File: config.mk
export PLATFORM = sky130hd
export DESIGN_NAME = floating_point_op_sequencer_flat
export DESIGN_NICKNAME = d
export VERILOG_FILES = /design/src/rtl/floating_point_op_sequencer_pkg.sv /design/src/rtl/floating_point_op_sequencer_if.sv /design/src/rtl/floating_point_op_sequencer_timer.sv /design/src/rtl/floating_point_op_sequencer.sv /design/src/flat_wrapper.sv
export SDC_FILE = /design/constraint.sdc
export NUM_CORES = 1
export LEC_CHECK = 0
export ABC_AREA = 0
export BUFFER_PORTS_ARGS = -buffer_cell sky130_fd_sc_hd__buf_2
export CORE_UTILIZATION = 45
export CTS_BUF_LIST = sky130_fd_sc_hd__clkbuf_2
export DETAILED_ROUTE_END_ITERATION = 12
export GPL_ROUTABILITY_DRIVEN = 1
export GPL_TIMING_DRIVEN = 1
export PLACE_DENSITY = 0.76
export RECOVER_POWER = 25
export SLEW_MARGIN = 40
export SYNTH_ARGS = -nofsm -noshare
export SYNTH_HDL_FRONTEND = slang
export SYNTH_HIERARCHICAL = 1
export SYNTH_SLANG_ARGS = --single-unit
File: constraint.sdc
create_clock -name clk -period 2.2 [get_ports clk]
set_input_delay 0.66 -clock clk [delete_from_list [all_inputs] [get_ports clk]]
set_output_delay 0.66 -clock clk [all_outputs]
set_load 0.005 [all_outputs]
File: src/rtl/floating_point_op_sequencer_pkg.sv
// Shared constants for the floating-point operation sequencer: FSM encoding,
// default run length / timeout and the operand padding used to widen ROM bytes.
package floating_point_op_sequencer_pkg;

  localparam int unsigned DefaultNumOps  = 10;
  localparam int unsigned DefaultTimeout = 255;

  // ROM byte lands in the sign/exponent field; the mantissa tail is zero.
  localparam logic [23:0] OpPad = 24'h000000;

  localparam logic [2:0] StIdle    = 3'd0;
  localparam logic [2:0] StFetch   = 3'd1;
  localparam logic [2:0] StRomWait = 3'd2;
  localparam logic [2:0] StIssue   = 3'd3;
  localparam logic [2:0] StWaitRes = 3'd4;
  localparam logic [2:0] StDone    = 3'd5;

  function automatic logic [31:0] pad_operand(input logic [7:0] rom_byte);
    return {rom_byte, OpPad};
  endfunction

endpackage

File: src/rtl/floating_point_op_sequencer_if.sv
// Operand/result handshake between the sequencer (master) and the FP core (slave).
interface floating_point_op_sequencer_if;

  logic        op_valid;
  logic        op_ready;
  logic [31:0] op_data;
  logic        res_valid;
  logic [31:0] res_data;

  modport master (
    output op_valid,
    output op_data,
    input  op_ready,
    input  res_valid,
    input  res_data
  );

  modport slave (
    input  op_valid,
    input  op_data,
    output op_ready,
    output res_valid,
    output res_data
  );

endinterface

File: src/rtl/floating_point_op_sequencer_timer.sv
// Result-wait timer: counts enabled cycles since the last clear and flags when
// TIMEOUT waiting cycles have elapsed (the expiring cycle itself is not counted).
module fp_seq_timer
  import floating_point_op_sequencer_pkg::*;
#(
  parameter int unsigned TIMEOUT = DefaultTimeout,
  localparam int unsigned CntW   = $clog2(TIMEOUT + 1)
) (
  input  logic clk,
  input  logic rst_n,
  input  logic clear_i,
  input  logic en_i,
  output logic expired_o
);

  logic [CntW-1:0] cnt_q, cnt_d;

  assign expired_o = (cnt_q == CntW'(TIMEOUT - 1));

  // Clear wins over enable; the count holds once expired.
  always_comb begin
    cnt_d = cnt_q;
    if (clear_i) begin
      cnt_d = '0;
    end else if (en_i && !expired_o) begin
      cnt_d = cnt_q + CntW'(1);
    end
  end

  // Counter state.
  always_ff @(posedge clk or negedge rst_n) begin
    if (!rst_n) begin
      cnt_q <= '0;
    end else begin
      cnt_q <= cnt_d;
    end
  end

endmodule

File: src/rtl/floating_point_op_sequencer.sv
// Walks NUM_OPS entries of an external operation ROM, issuing each byte as a
// padded single-precision operand to the FP core and waiting for its result
// before fetching the next one. Aborts with a sticky error on result timeout.
module floating_point_op_sequencer
  import floating_point_op_sequencer_pkg::*;
#(
  parameter int unsigned NUM_OPS = DefaultNumOps,
  parameter int unsigned TIMEOUT = DefaultTimeout
) (
  input  logic                                clk,
  input  logic                                rst_n,
  input  logic                                start_i,
  output logic                                busy_o,
  output logic                                done_o,
  output logic                                timeout_err_o,
  output logic [3:0]                          rom_rd_addr_o,
  input  logic [7:0]                          rom_dout_i,
  floating_point_op_sequencer_if.master       core_if,
  output logic [31:0]                         last_result_o,
  output logic [4:0]                          res_cnt_o
);

  localparam logic [3:0] LastIdx = 4'(NUM_OPS - 1);

  logic [2:0]  state_q, state_d;
  logic [3:0]  idx_q, idx_d;
  logic [3:0]  addr_q, addr_d;
  logic [31:0] op_data_q, op_data_d;
  logic [31:0] last_q, last_d;
  logic [4:0]  cnt_q, cnt_d;
  logic        busy_q, busy_d;
  logic        terr_q, terr_d;
  logic        handshake;
  logic        tmr_clear, tmr_en, tmr_expired;

  assign handshake = (state_q == StIssue) && core_if.op_ready;

  fp_seq_timer #(
    .TIMEOUT (TIMEOUT)
  ) u_timer (
    .clk       (clk),
    .rst_n     (rst_n),
    .clear_i   (tmr_clear),
    .en_i      (tmr_en),
    .expired_o (tmr_expired)
  );

  // Next-state logic. The ROM address is loaded on entry to FETCH so the
  // synchronous ROM samples it at the end of FETCH and its data is captured
  // at the end of ROM_WAIT.
  always_comb begin
    state_d   = state_q;
    idx_d     = idx_q;
    addr_d    = addr_q;
    op_data_d = op_data_q;
    last_d    = last_q;
    cnt_d     = cnt_q;
    busy_d    = busy_q;
    terr_d    = terr_q;
    tmr_clear = 1'b0;
    tmr_en    = 1'b0;
    case (state_q)
      StIdle: begin
        if (start_i) begin
          state_d   = StFetch;
          idx_d     = 4'd0;
          addr_d    = 4'd0;
          cnt_d     = 5'd0;
          terr_d    = 1'b0;
          busy_d    = 1'b1;
          tmr_clear = 1'b1;
        end
      end
      StFetch: begin
        state_d = StRomWait;
      end
      StRomWait: begin
        op_data_d = pad_operand(rom_dout_i);
        state_d   = StIssue;
      end
      StIssue: begin
        if (handshake) begin
          state_d   = StWaitRes;
          tmr_clear = 1'b1;
        end
      end
      StWaitRes: begin
        if (core_if.res_valid) begin
          last_d = core_if.res_data;
          cnt_d  = cnt_q + 5'd1;
          if (idx_q == LastIdx) begin
            state_d = StDone;
          end else begin
            idx_d   = idx_q + 4'd1;
            addr_d  = idx_q + 4'd1;
            state_d = StFetch;
          end
        end else if (tmr_expired) begin
          terr_d  = 1'b1;
          busy_d  = 1'b0;
          state_d = StIdle;
        end else begin
          tmr_en = 1'b1;
        end
      end
      StDone: begin
        busy_d  = 1'b0;
        state_d = StIdle;
      end
      default: begin
        state_d = StIdle;
        busy_d  = 1'b0;
      end
    endcase
  end

  // Sequencer state registers.
  always_ff @(posedge clk or negedge rst_n) begin
    if (!rst_n) begin
      state_q   <= StIdle;
      idx_q     <= 4'd0;
      addr_q    <= 4'd0;
      op_data_q <= 32'd0;
      last_q    <= 32'd0;
      cnt_q     <= 5'd0;
      busy_q    <= 1'b0;
      terr_q    <= 1'b0;
    end else begin
      state_q   <= state_d;
      idx_q     <= idx_d;
      addr_q    <= addr_d;
      op_data_q <= op_data_d;
      last_q    <= last_d;
      cnt_q     <= cnt_d;
      busy_q    <= busy_d;
      terr_q    <= terr_d;
    end
  end

  assign core_if.op_valid = (state_q == StIssue);
  assign core_if.op_data  = op_data_q;
  assign done_o           = (state_q == StDone);
  assign busy_o           = busy_q;
  assign timeout_err_o    = terr_q;
  assign rom_rd_addr_o    = addr_q;
  assign last_result_o    = last_q;
  assign res_cnt_o        = cnt_q;

endmodule

File: src/flat_wrapper.sv
// flat-port wrapper written by rule: the top's interface ports become plain ports
module floating_point_op_sequencer_flat import floating_point_op_sequencer_pkg::*;
#(
  parameter int unsigned NUM_OPS = DefaultNumOps,
  parameter int unsigned TIMEOUT = DefaultTimeout
)
  (clk, rst_n, start_i, busy_o, done_o, timeout_err_o, rom_rd_addr_o, rom_dout_i, last_result_o, res_cnt_o, core_if_op_valid, core_if_op_data, core_if_op_ready, core_if_res_valid, core_if_res_data);
  floating_point_op_sequencer_if core_if_i ();
  input  logic clk;
  input  logic rst_n;
  input  logic start_i;
  output logic busy_o;
  output logic done_o;
  output logic timeout_err_o;
  output logic [3:0] rom_rd_addr_o;
  input  logic [7:0] rom_dout_i;
  output logic [31:0] last_result_o;
  output logic [4:0] res_cnt_o;
  output wire logic [$bits(core_if_i.op_valid)-1:0] core_if_op_valid;
  output wire logic [$bits(core_if_i.op_data)-1:0] core_if_op_data;
  input wire logic [$bits(core_if_i.op_ready)-1:0] core_if_op_ready;
  input wire logic [$bits(core_if_i.res_valid)-1:0] core_if_res_valid;
  input wire logic [$bits(core_if_i.res_data)-1:0] core_if_res_data;
  assign core_if_op_valid = core_if_i.op_valid;
  assign core_if_op_data = core_if_i.op_data;
  assign core_if_i.op_ready = core_if_op_ready;
  assign core_if_i.res_valid = core_if_res_valid;
  assign core_if_i.res_data = core_if_res_data;
  floating_point_op_sequencer #(.NUM_OPS(NUM_OPS), .TIMEOUT(TIMEOUT)) u_core (.clk(clk), .rst_n(rst_n), .start_i(start_i), .busy_o(busy_o), .done_o(done_o), .timeout_err_o(timeout_err_o), .rom_rd_addr_o(rom_rd_addr_o), .rom_dout_i(rom_dout_i), .core_if(core_if_i), .last_result_o(last_result_o), .res_cnt_o(res_cnt_o));
endmodule
==> results of run 1 <==
-- Yosys cell counts, types with 2 or more instances --
cell type / n
nand2b_1: 3
a21oi_1: 6
ha_1: 5
mux2i_1: 4
a21boi_0: 2
a31oi_1: 2
nand4_1: 3
nand3_1: 7
mux2_2: 41
nand2_1: 8
o21ai_0: 6
a211oi_1: 4
inv_1: 6
nor2_1: 11
nor2b_1: 5
dfrtp_1: 62
and3_1: 2
buf_2: 2
buf_6: 5
mux2_4: 3
nor3b_1: 3
buf_4: 25
o22ai_1: 3
a21oi_2: 2
clkbuf_1: 2
or3_1: 2
-- layout by cell type, fill, tap and decap left out, types with 2 or more instances in the layout --
cell type	instances
a211oi_1	4
nand2_1	8
ha_1	5
buf_2	97
dfrtp_2	3
a21boi_0	2
mux2_2	41
nor3b_1	3
nor2b_1	5
nand4_1	3
mux2_4	3
and3_1	2
mux2i_1	4
or3_1	2
o21ai_0	6
clkinv_1	3
a21oi_1	6
nand3_1	7
inv_1	6
a31oi_1	2
a21oi_2	2
nand2b_1	3
conb_1	24
nor2_1	11
dfrtp_1	59
clkbuf_2	10
buf_4	7
o22ai_1	3
-- metrics by stage --
step,instances,area [µm²],setup TNS [ps],hold slack [ps],power (mW)
after floorplan,266,3070,0,364,2.69
after global placement,412,3460,0,459,3.22
after detailed placement,412,3460,0,489,3.28
after CTS,427,3560,0,142,3.94
after global routing,430,3570,-5.20,336,4.23
final,430,3570,0,418,3.91
-- final cells by class --
class / count / area [µm²]
Clock inverter: 6 / 53.8
Fill cell: 551 / 2810
Timing Repair Buffer: 106 / 563
Inverter: 6 / 22.5
Multi-Input combinational cell: 164 / 1240
Sequential cell: 62 / 1560
Clock buffer: 9 / 45.0
Tap cell: 77 / 96.3
-- path summary, 6_finish.rpt --
check	depth (start not counted)	startpoint	end	slack (ps)
min reg2reg	1	u_core/res_cnt_o[4]	u_core/res_cnt_o[4]	500
max in group asynchronous	2	rst_n	u_core/state_q[0]	580
max	9	u_core/u_timer/cnt_q[0]	u_core/u_timer/cnt_q[4]	140
min	2	core_if_res_data[1]	u_core/last_result_o[1]	420
min in group asynchronous	2	rst_n	u_core/last_result_o[2]	630
max reg2reg	9	u_core/u_timer/cnt_q[0]	u_core/u_timer/cnt_q[4]	140
-- logic make-up (layout without fill, tap and decap cells) --
family	Yosys count	in the layout	share of synthesized area, %
AOI/OAI and AO/OA	32	32	7.05
adders and majority gates	5	5	2.10
buffers and inverters	40	127	9.53
DFF	62	62	52.1
muxes	48	48	18.3
other	1	24	0.126
and+or+nand+nor	55	55	10.8
-- registers in the layout, indices dropped and copies added, names as in the netlist --
register and cells:
u_core/rom_rd_addr_o 4, u_core/busy_o 1, u_core/u_timer/cnt_q 8, u_core/state_q 3, u_core/res_cnt_o 5, u_core/timeout_err_o 1, u_core/last_result_o 32, u_core/core_if.op_data 8
-- timing repair --
item,in CTS,in global routing
pin swaps,0,0
gates resized for setup,1,3
setup endpoints to repair,1,5
setup buffers,0,3
-- worst reg2reg max path: cells and delay by family (launching register included) --
kind            cells  cell delay [ps]
compound gates      1              160
buf+inv             2              250
simple gates        4              570
fa+ha+maj           1              240
mux                 1              310
flops               1              440
-- power by group through the flow --
stage          Sequential [mW]  Clock (mW)  Combinational, mW
2_1_floorplan             1.85           0              0.832
3_3_place_gp              1.85           0               1.37
3_5_place_dp              1.87           0               1.41
4_1_cts                   1.85       0.673               1.41
5_1_grt                   1.91       0.731               1.59
6_report                  1.84       0.638               1.43
-- layer usage --
layer	GRT usage [%]	vias up
met4	8.15	0
li1	-	1031
met1	22.8	1006
met3	6.36	4
met2	25.3	102
met5	0	-
==> results by group, run 1 <==
Synthesis
  – Syn_area_per_cell: 12.3 µm²
  – Post-synth top area share: 52.1%
  – Area contributors post-synth: dfrtp_1 (52%), mux2_2 (15%), buf_4 (6.3%)
  – Dominant register cell in the synthesized netlist: dfrtp_1
  – Yosys Warn Count: 6
  – Synthesized area: 2980 µm²
  – Distinct cells, synth: 45
  – Number of synthesized flops with an enable pin: 0
  – Post-Synthesis Cells: 243
  – Leading area contributor after synthesis: dfrtp_1
  – Post-synth ARST share: 100%
  – Post-synthesis sequential area ratio: 52.1%
  – Seq cells post-synth: 62

Worst setup path
  – Critical Path RT: 2540 ps
  – Slowest cell on crit path: dfrtp_1
  – Kind of critical path: flip-flop to flip-flop
  – Critical path startpoint category: flip-flop
  – Critical Path AT: 2400 ps
  – CP cell instances: inv_1 > ha_1 > nand3_1 > nor2_1 > nor3_2 > buf_4 > nand4_1 > a21oi_2 > mux2_4
  – Max Fanout on Critical Path: 6
  – CP top delay family: simple AND/OR/NAND/NOR gates
  – Buffers & Inverters on Critical Path: 2
  – CP endpoint kind: flip-flop
  – Max stage delay on crit path: 440 ps

Clocking
  – CTS tree: done
  – Clk slew on worst S/H paths: 170 ps
  – H-Tree Depth: 3
  – Root Driver: clkbuf_2
  – Clock sinks: 62
  – Post-CTS Hold Buffers: 0
  – Clock buffer count from CTS: 9
  – Clock buffer depth: 2
  – Worst-Skew Late Latency: 460 ps

Job
  – MaxCap Viol Count: 0

Power and ir drop
  – Maximum vdd drop: 581 µV
  – P_leak: 1.85 nW
  – Sequential share of power: 47.1%
  – Power Density: 1090 nW/µm²
  – Comb power frac: 36.6%
  – Cell-internal power: 2.63 mW
  – Sw Share: 32.7%
  – Sw Pwr: 1.28 mW
  – Clock power share: 16.3%

Finish
  – Antenna diode count: 0
  – Layout cells sized above 1: 49.0%
  – Fin nets: 399
  – Synth-to-Final Area Change: 19.9%
  – Final Core Density: 55.9%

Run status
  – Status: completed

Global route
  – Largest net degree at the start of global routing: 63
  – Vias in the first global route: 2,070
  – Antenna violations before repair: 0
  – First-pass GRT wire length: 9490 µm
  – GRT Residual Overflow: 0
  – Overall Global Routing Usage: 17.3%

Route
  – Via count: 2,143
  – Routed met3 length: 430 µm
  – Remaining DRCs: 0
  – Met2 Wirelength: 2490 µm
  – TritonRoute pass-1 iters: 4
  – M1 WL: 2640 µm
  – Drt total wl: 5600 µm
  – Wirelength per Cell: 13.0 µm
  – ANT nets after route: 0
  – Uppermost routed layer: met4
  – Vias per cell: 4.98
  – DR iter-0 viols: 43

Die
  – Initial Util: 46.7%
  – Floorplan core area: 6390 µm²
  – Die height: 83.4 µm
  – Die width: 83.4 µm
  – I/O pins: 122
  – Standard-cell rows: 29
  – Die Area: 6950 µm²

Placed design
  – IO Port Bufs: 97
  – Setup WS pre-CTS: 164 ps
  – Routability cong.: 0.826
  – HPWL after DPL: 3940 µm

STA
  – Final count of negative-setup-slack endpoints: 0
  – Worst-Margin Slew: 1490 ps
  – Fin crit share: 93.5%
  – Final Skew: 22.0 ps
  – Rel. slew slack: 0.945%
  – Crit path time final: 2060 ps
  – Slew Limit Fails: 0
  – Final Hold Viols: 0
  – Final WS setup: 144 ps
  – FMAX: 0.486 GHz

Hold path
  – Worst min-delay path class: input port to flip-flop
Power figures use the tool's default switching activity.
==> run 2: changes to the inputs <==
CAP_MARGIN = 0   (was unset)
PLACE_DENSITY = 0.78   (was 0.76)
==> run 2 against run 1 <==
  * Design area down 0.32%
  * First-iteration DRC count rose by 53%
  * Combinational power is essentially flat
  * Wire length decreased by 1.5%
  * Cell count shrank 0.23%
  * Clock skew down 4.5 ps
  * Utilization decreased by 0.18 points
  * Register-to-register slack improved by 30 ps
  * Critical endpoint is now core_if_op_valid
  * Largest power group unchanged
==> results by group, run 2 (same netlist as run 1, synthesis figures left out) <==
Clocking
  – Clk slew on worst S/H paths: 170 ps
  – H-Tree Depth: 3
  – Root Driver: clkbuf_2
  – Post-CTS Hold Buffers: 0
  – Post-cts sizing count: 0
  – Worst-Skew Late Latency: 470 ps
  – Clock sinks: 62
  – CTS tree: done
  – Clock buffer count from CTS: 9
  – Post-CTS Setup Bufs: 0
  – Clock buffer depth: 2

Global route
  – First-pass GRT wire length: 9240 µm
  – Overall Global Routing Usage: 16.7%
  – Antenna violations before repair: 0
  – Vias in the first global route: 2,023
  – GRT Residual Overflow: 0
  – Largest net degree at the start of global routing: 63

Worst setup path
  – Kind of critical path: flip-flop to output pin
  – Max stage delay on crit path: 520 ps
  – Setup slack, reg-to-reg: 170 ps
  – Critical Path RT: 1540 ps
  – Crit path to: core_if_op_valid
  – CP Depth: 3
  – Max Fanout on Critical Path: 10
  – Worst setup startpoint: u_core/state_q[1]
  – Critical Path AT: 1380 ps
  – R2R Path End: u_core/u_timer/cnt_q[4]
  – Buffers & Inverters on Critical Path: 1
  – CP endpoint kind: output pin
  – CP top delay family: flip-flops
  – Reg-to-Reg Start: u_core/u_timer/cnt_q[0]
  – CP cell instances: nand2b_1 > nor2_1 > buf_2
  – Critical path startpoint category: flip-flop
  – Slowest cell on crit path: dfrtp_1
  – R2R cell count: 9

Power and ir drop
  – P_leak: 1.85 nW
  – Power Density: 1090 nW/µm²
  – Maximum vdd drop: 557 µV

STA
  – Setup TNS: 0 ps
  – FMAX: 0.490 GHz
  – Final Skew: 17.5 ps
  – Slew Limit Fails: 0
  – Fin crit share: 92.8%
  – Rel. slew slack: 1.90%
  – Crit path time final: 2040 ps
  – Final count of negative-setup-slack endpoints: 0
  – Worst-Margin Slew: 1470 ps
  – Final Hold Viols: 0
  – RSZ-0062 raised after global routing: no

Hold path
  – Worst min-delay path class: input port to flip-flop
  – Hold Path Stages: 2

Die
  – Standard-cell rows: 29
  – I/O pins: 122
  – Floorplan core area: 6390 µm²
  – Die height: 83.4 µm
  – Die Area: 6950 µm²
  – Die width: 83.4 µm
  – Initial Util: 46.7%

Route
  – Vias per cell: 5.08
  – TritonRoute pass-1 iters: 4
  – DR iter-0 viols: 66
  – Drt total wl: 5520 µm
  – Remaining DRCs: 0
  – Wirelength per Cell: 12.9 µm
  – Via count: 2,179
  – ANT nets after route: 0

Finish
  – Antenna diode count: 0
  – Final Core Density: 55.8%
  – Largest register FFs: 32
  – Layout cells sized above 1: 48.6%
  – Fin nets: 397
  – Finished Cell Area: 3560 µm²
  – Most frequent cells in the layout: buf_2 (97), dfrtp_1 (61), mux2_2 (41)
  – Commonest non-fill, non-tap cell in the layout: buf_2
  – Synth-to-Final Area Change: 19.5%

Placed design
  – Placed Area: 3460 µm²
  – Routability cong.: 0.832
  – HPWL after DPL: 4060 µm
  – IO Port Bufs: 97

Job
  – MaxCap Viol Count: 0

Run status
  – Status: completed
## run 2: changes by cell type in the layout (fill, tap and decap cells not counted)
cell,previous run,this run
buf_4,7,5
dfrtp_2,3,1
clkbuf_2,10,12
dfrtp_1,59,61
clkinv_1,3,2
## run 2: where the power goes
part           switching (mW)  internal, mW  total (mW)
logic                   0.609         0.793        1.40
registers               0.270          1.57        1.84
clock network           0.386         0.263       0.649
## run 2: final cells by class
cell class                 instances  area [µm²]
tap                               77        96.3
sequential                        62        1550
clock inverter                     5        50.0
fill                             546        2830
multi-input combinational        164        1240
clock buffer                      11        55.1
inverter                           6        22.5
timing repair buffer             104         548
## run 2: worst min-delay path by stage
stage                         startpoint  slack, ps                         end
floorplan                          rst_n        360               u_core/busy_o
global placement     u_core/res_cnt_o[4]        460         u_core/res_cnt_o[4]
detailed placement   u_core/res_cnt_o[4]        470         u_core/res_cnt_o[4]
CTS                                rst_n        150  u_core/core_if.op_data[24]
global route        core_if_res_data[19]        360    u_core/last_result_o[19]
finish              core_if_res_data[19]        410    u_core/last_result_o[19]
## run 2: through the flow
| step | instances | total power [mW] | setup WS, ps | hold slack [ps] |
|---|---|---|---|---|
| final | 429 | 3.89 | 159 | 407 |
| after global routing | 429 | 4.20 | 22.3 | 360 |
| after CTS | 429 | 3.94 | 64.4 | 149 |
| after detailed placement | 413 | 3.29 | 88.7 | 471 |
| after global placement | 413 | 3.23 | 142 | 458 |
| after floorplan | 266 | 2.69 | 114 | 364 |
## run 2: worst reg2reg max path, cell delays in order (launching register included)
cell	delay, ps
dfrtp_1	430
inv_1	80
ha_1	250
nand3_1	140
nor2_1	90
nor3_2	240
buf_4	170
nand4_1	110
a21oi_2	140
mux2_4	300
## run 2: metal layers
metal	up-vias	track usage, %	routed length [µm]
met4	0	7.05	87
met5	-	0	0
li1	1019	-	-
met1	1036	21.7	2460
met2	113	26.4	2510
met3	11	4.37	461
==> run 3: changes to the inputs <==
==> constraint.sdc (replaced) <==
create_clock -name clk -period 2.2 [get_ports clk]
set_input_delay 0.11 -clock clk [delete_from_list [all_inputs] [get_ports clk]]
set_output_delay 0.11 -clock clk [all_outputs]
set_load 0.005 [all_outputs]
==> run 3 against run 2 <==
  * Fmax down 1.1%
  * The flow now finishes with violations (capacitance limit, slew limit)
  * Sequential cell count unchanged
  * Sequential share of layout area is 4.7 points lower
==> results by group, run 3 (same netlist as run 1, synthesis figures left out) <==
Global route
  – Overall Global Routing Usage: 21.0%
  – Global-route track usage on met3: 6.66%
  – GRT Residual Overflow: 0
  – Antenna violations before repair: 0
  – GR Util met1: 27.0%
  – Met2 Usage GRT: 33.4%
  – Vias in the first global route: 2,340
  – Largest net degree at the start of global routing: 36
  – Most used routing layer: met2
  – First-pass GRT wire length: 11,500 µm

STA
  – Setup TNS: 0 ps
  – Final Hold Viols: 0
  – RSZ-0062 raised after global routing: no
  – Slew Limit Fails: 33
  – Final count of negative-setup-slack endpoints: 0
  – FMAX: 0.485 GHz
  – Final Skew: 22.0 ps
  – Final WS setup: 137 ps
  – Worst-Margin Slew: 1790 ps
  – Rel. slew slack: -19.6%
  – Fin crit share: 93.8%
  – Crit path time final: 2060 ps

Die
  – Die width: 83.4 µm
  – Die height: 83.4 µm
  – Floorplan core area: 6390 µm²
  – Standard-cell rows: 29
  – I/O pins: 122
  – Initial Util: 46.7%
  – Die Area: 6950 µm²

Finish
  – Fin nets: 440
  – Multi-input gate area: 1230 µm²
  – Largest register FFs: 32
  – Commonest non-fill, non-tap cell in the layout: buf_2
  – Most frequent cells in the layout: buf_2 (96), dfrtp_1 (62), dlygate4sd3_1 (44)
  – Layout cells sized above 1: 42.3%
  – Antenna diode count: 0
  – Fillcell total: 485
  – Synth-to-Final Area Change: 33.8%
  – Reg area: 1550 µm²
  – Finished Cell Area: 3990 µm²

Power and ir drop
  – P_leak: 2.03 nW
  – Maximum vdd drop: 601 µV
  – Power Density: 1010 nW/µm²

Clocking
  – Post-cts sizing count: 0
  – Clock buffer depth: 2
  – Clock buffer count from CTS: 9
  – H-Tree Depth: 3
  – Worst-Skew Late Latency: 470 ps
  – CTS tree: done
  – Root Driver: clkbuf_2
  – Clk slew on worst S/H paths: 170 ps
  – Clock sinks: 62

Route
  – Vias per cell: 4.96
  – Wirelength per Cell: 14.4 µm
  – ANT nets after route: 0
  – Remaining DRCs: 0
  – Via count: 2,343
  – TritonRoute pass-1 iters: 4
  – DR iter-0 viols: 53
  – Drt total wl: 6780 µm

Run status
  – Failing checks: capacitance limit, slew limit
  – Status: complete, but fails checks

Placed design
  – Setup WS pre-CTS: 187 ps
  – IO Port Bufs: 97
  – Routability cong.: 0.896
  – Placed Area: 3440 µm²
  – HPWL after DPL: 4110 µm

Hold path
  – Worst min-delay path class: input port to flip-flop

Worst setup path
  – Critical Path AT: 2440 ps
  – CP endpoint kind: flip-flop
  – Crit path to: u_core/u_timer/cnt_q[4]
  – Critical path startpoint category: flip-flop
  – Reg-to-Reg Start: u_core/u_timer/cnt_q[0]
  – R2R cell count: 9
  – Setup slack, reg-to-reg: 140 ps
  – Max Fanout on Critical Path: 6
  – Worst setup startpoint: u_core/u_timer/cnt_q[0]
  – Critical Path RT: 2570 ps
  – R2R Path End: u_core/u_timer/cnt_q[4]
  – Kind of critical path: flip-flop to flip-flop

Job
  – MaxCap Viol Count: 1
run 3: changes by cell type in the layout (fill, tap and decap cells not counted):
cell / change
nor3_1: +1
clkbuf_1: +1
dfrtp_1: +1
buf_2: -1
dfrtp_2: -1
nor3_2: -1
clkbuf_2: -1
dlygate4sd3_1: +44
run 3: area by class of cell:
class,count,share of cell area [%]
Sequential cell,62,38.9
Multi-Input combinational cell,164,30.9
Timing Repair Buffer,147,24.6
Tap cell,77,2.42
Clock buffer,11,1.38
Clock inverter,5,1.25
Inverter,6,0.565
run 3: worst max-delay path, cell delays in order (launching register included):
cell and delay [ps]:
dfrtp_1 450, inv_1 80, ha_1 240, nand3_1 140, nor2_1 80, nor3_1 230, buf_4 190, nand4_1 120
a21oi_2 150, mux2_4 300
run 3: how the worst min path moves through the flow:
stage                                  from                        to  slack, ps  cells past startpoint
final                     core_if_res_valid       u_core/res_cnt_o[0]         60                      3
after global routing      core_if_res_valid   u_core/rom_rd_addr_o[0]         20                      3
after CTS                 core_if_res_valid   u_core/rom_rd_addr_o[1]          9                      3
after detailed placement              rst_n  u_core/last_result_o[31]        210                      1
after global placement                rst_n  u_core/last_result_o[31]        200                      1
after floorplan                       rst_n             u_core/busy_o       -190                      0
run 3: per-layer routing:
layer | routed length, µm | share of wire (%)
met2 | 3210 | 47
met1 | 3020 | 44
met4 | 80 | 1.2
met3 | 470 | 6.9
met5 | 0 | 0
run 3: where the power goes:
| part | internal, mW | switching [mW] | total, mW |
|---|---|---|---|
| Combinational | 0.850 | 0.644 | 1.49 |
| Clock | 0.263 | 0.396 | 0.660 |
| Sequential | 1.57 | 0.298 | 1.87 |
| Total | 2.68 | 1.34 | 4.02 |
run 3: repair_timing:
item,4_1_cts,5_1_grt
hold buffers,44,0
endpoints found under the hold margin,75,0
setup buffers,0,0
run 3: stage by stage:
stage                     power, mW  util, %  hold slack (ps)  std cells
after floorplan                2.69        -             -186        266
after global placement         3.22     53.9              199        412
after detailed placement       3.28     53.9              210        412
after CTS                      4.02     62.5             8.82        472
after global routing           4.32     62.5             23.5        472
final                          4.02     62.5             62.9        472
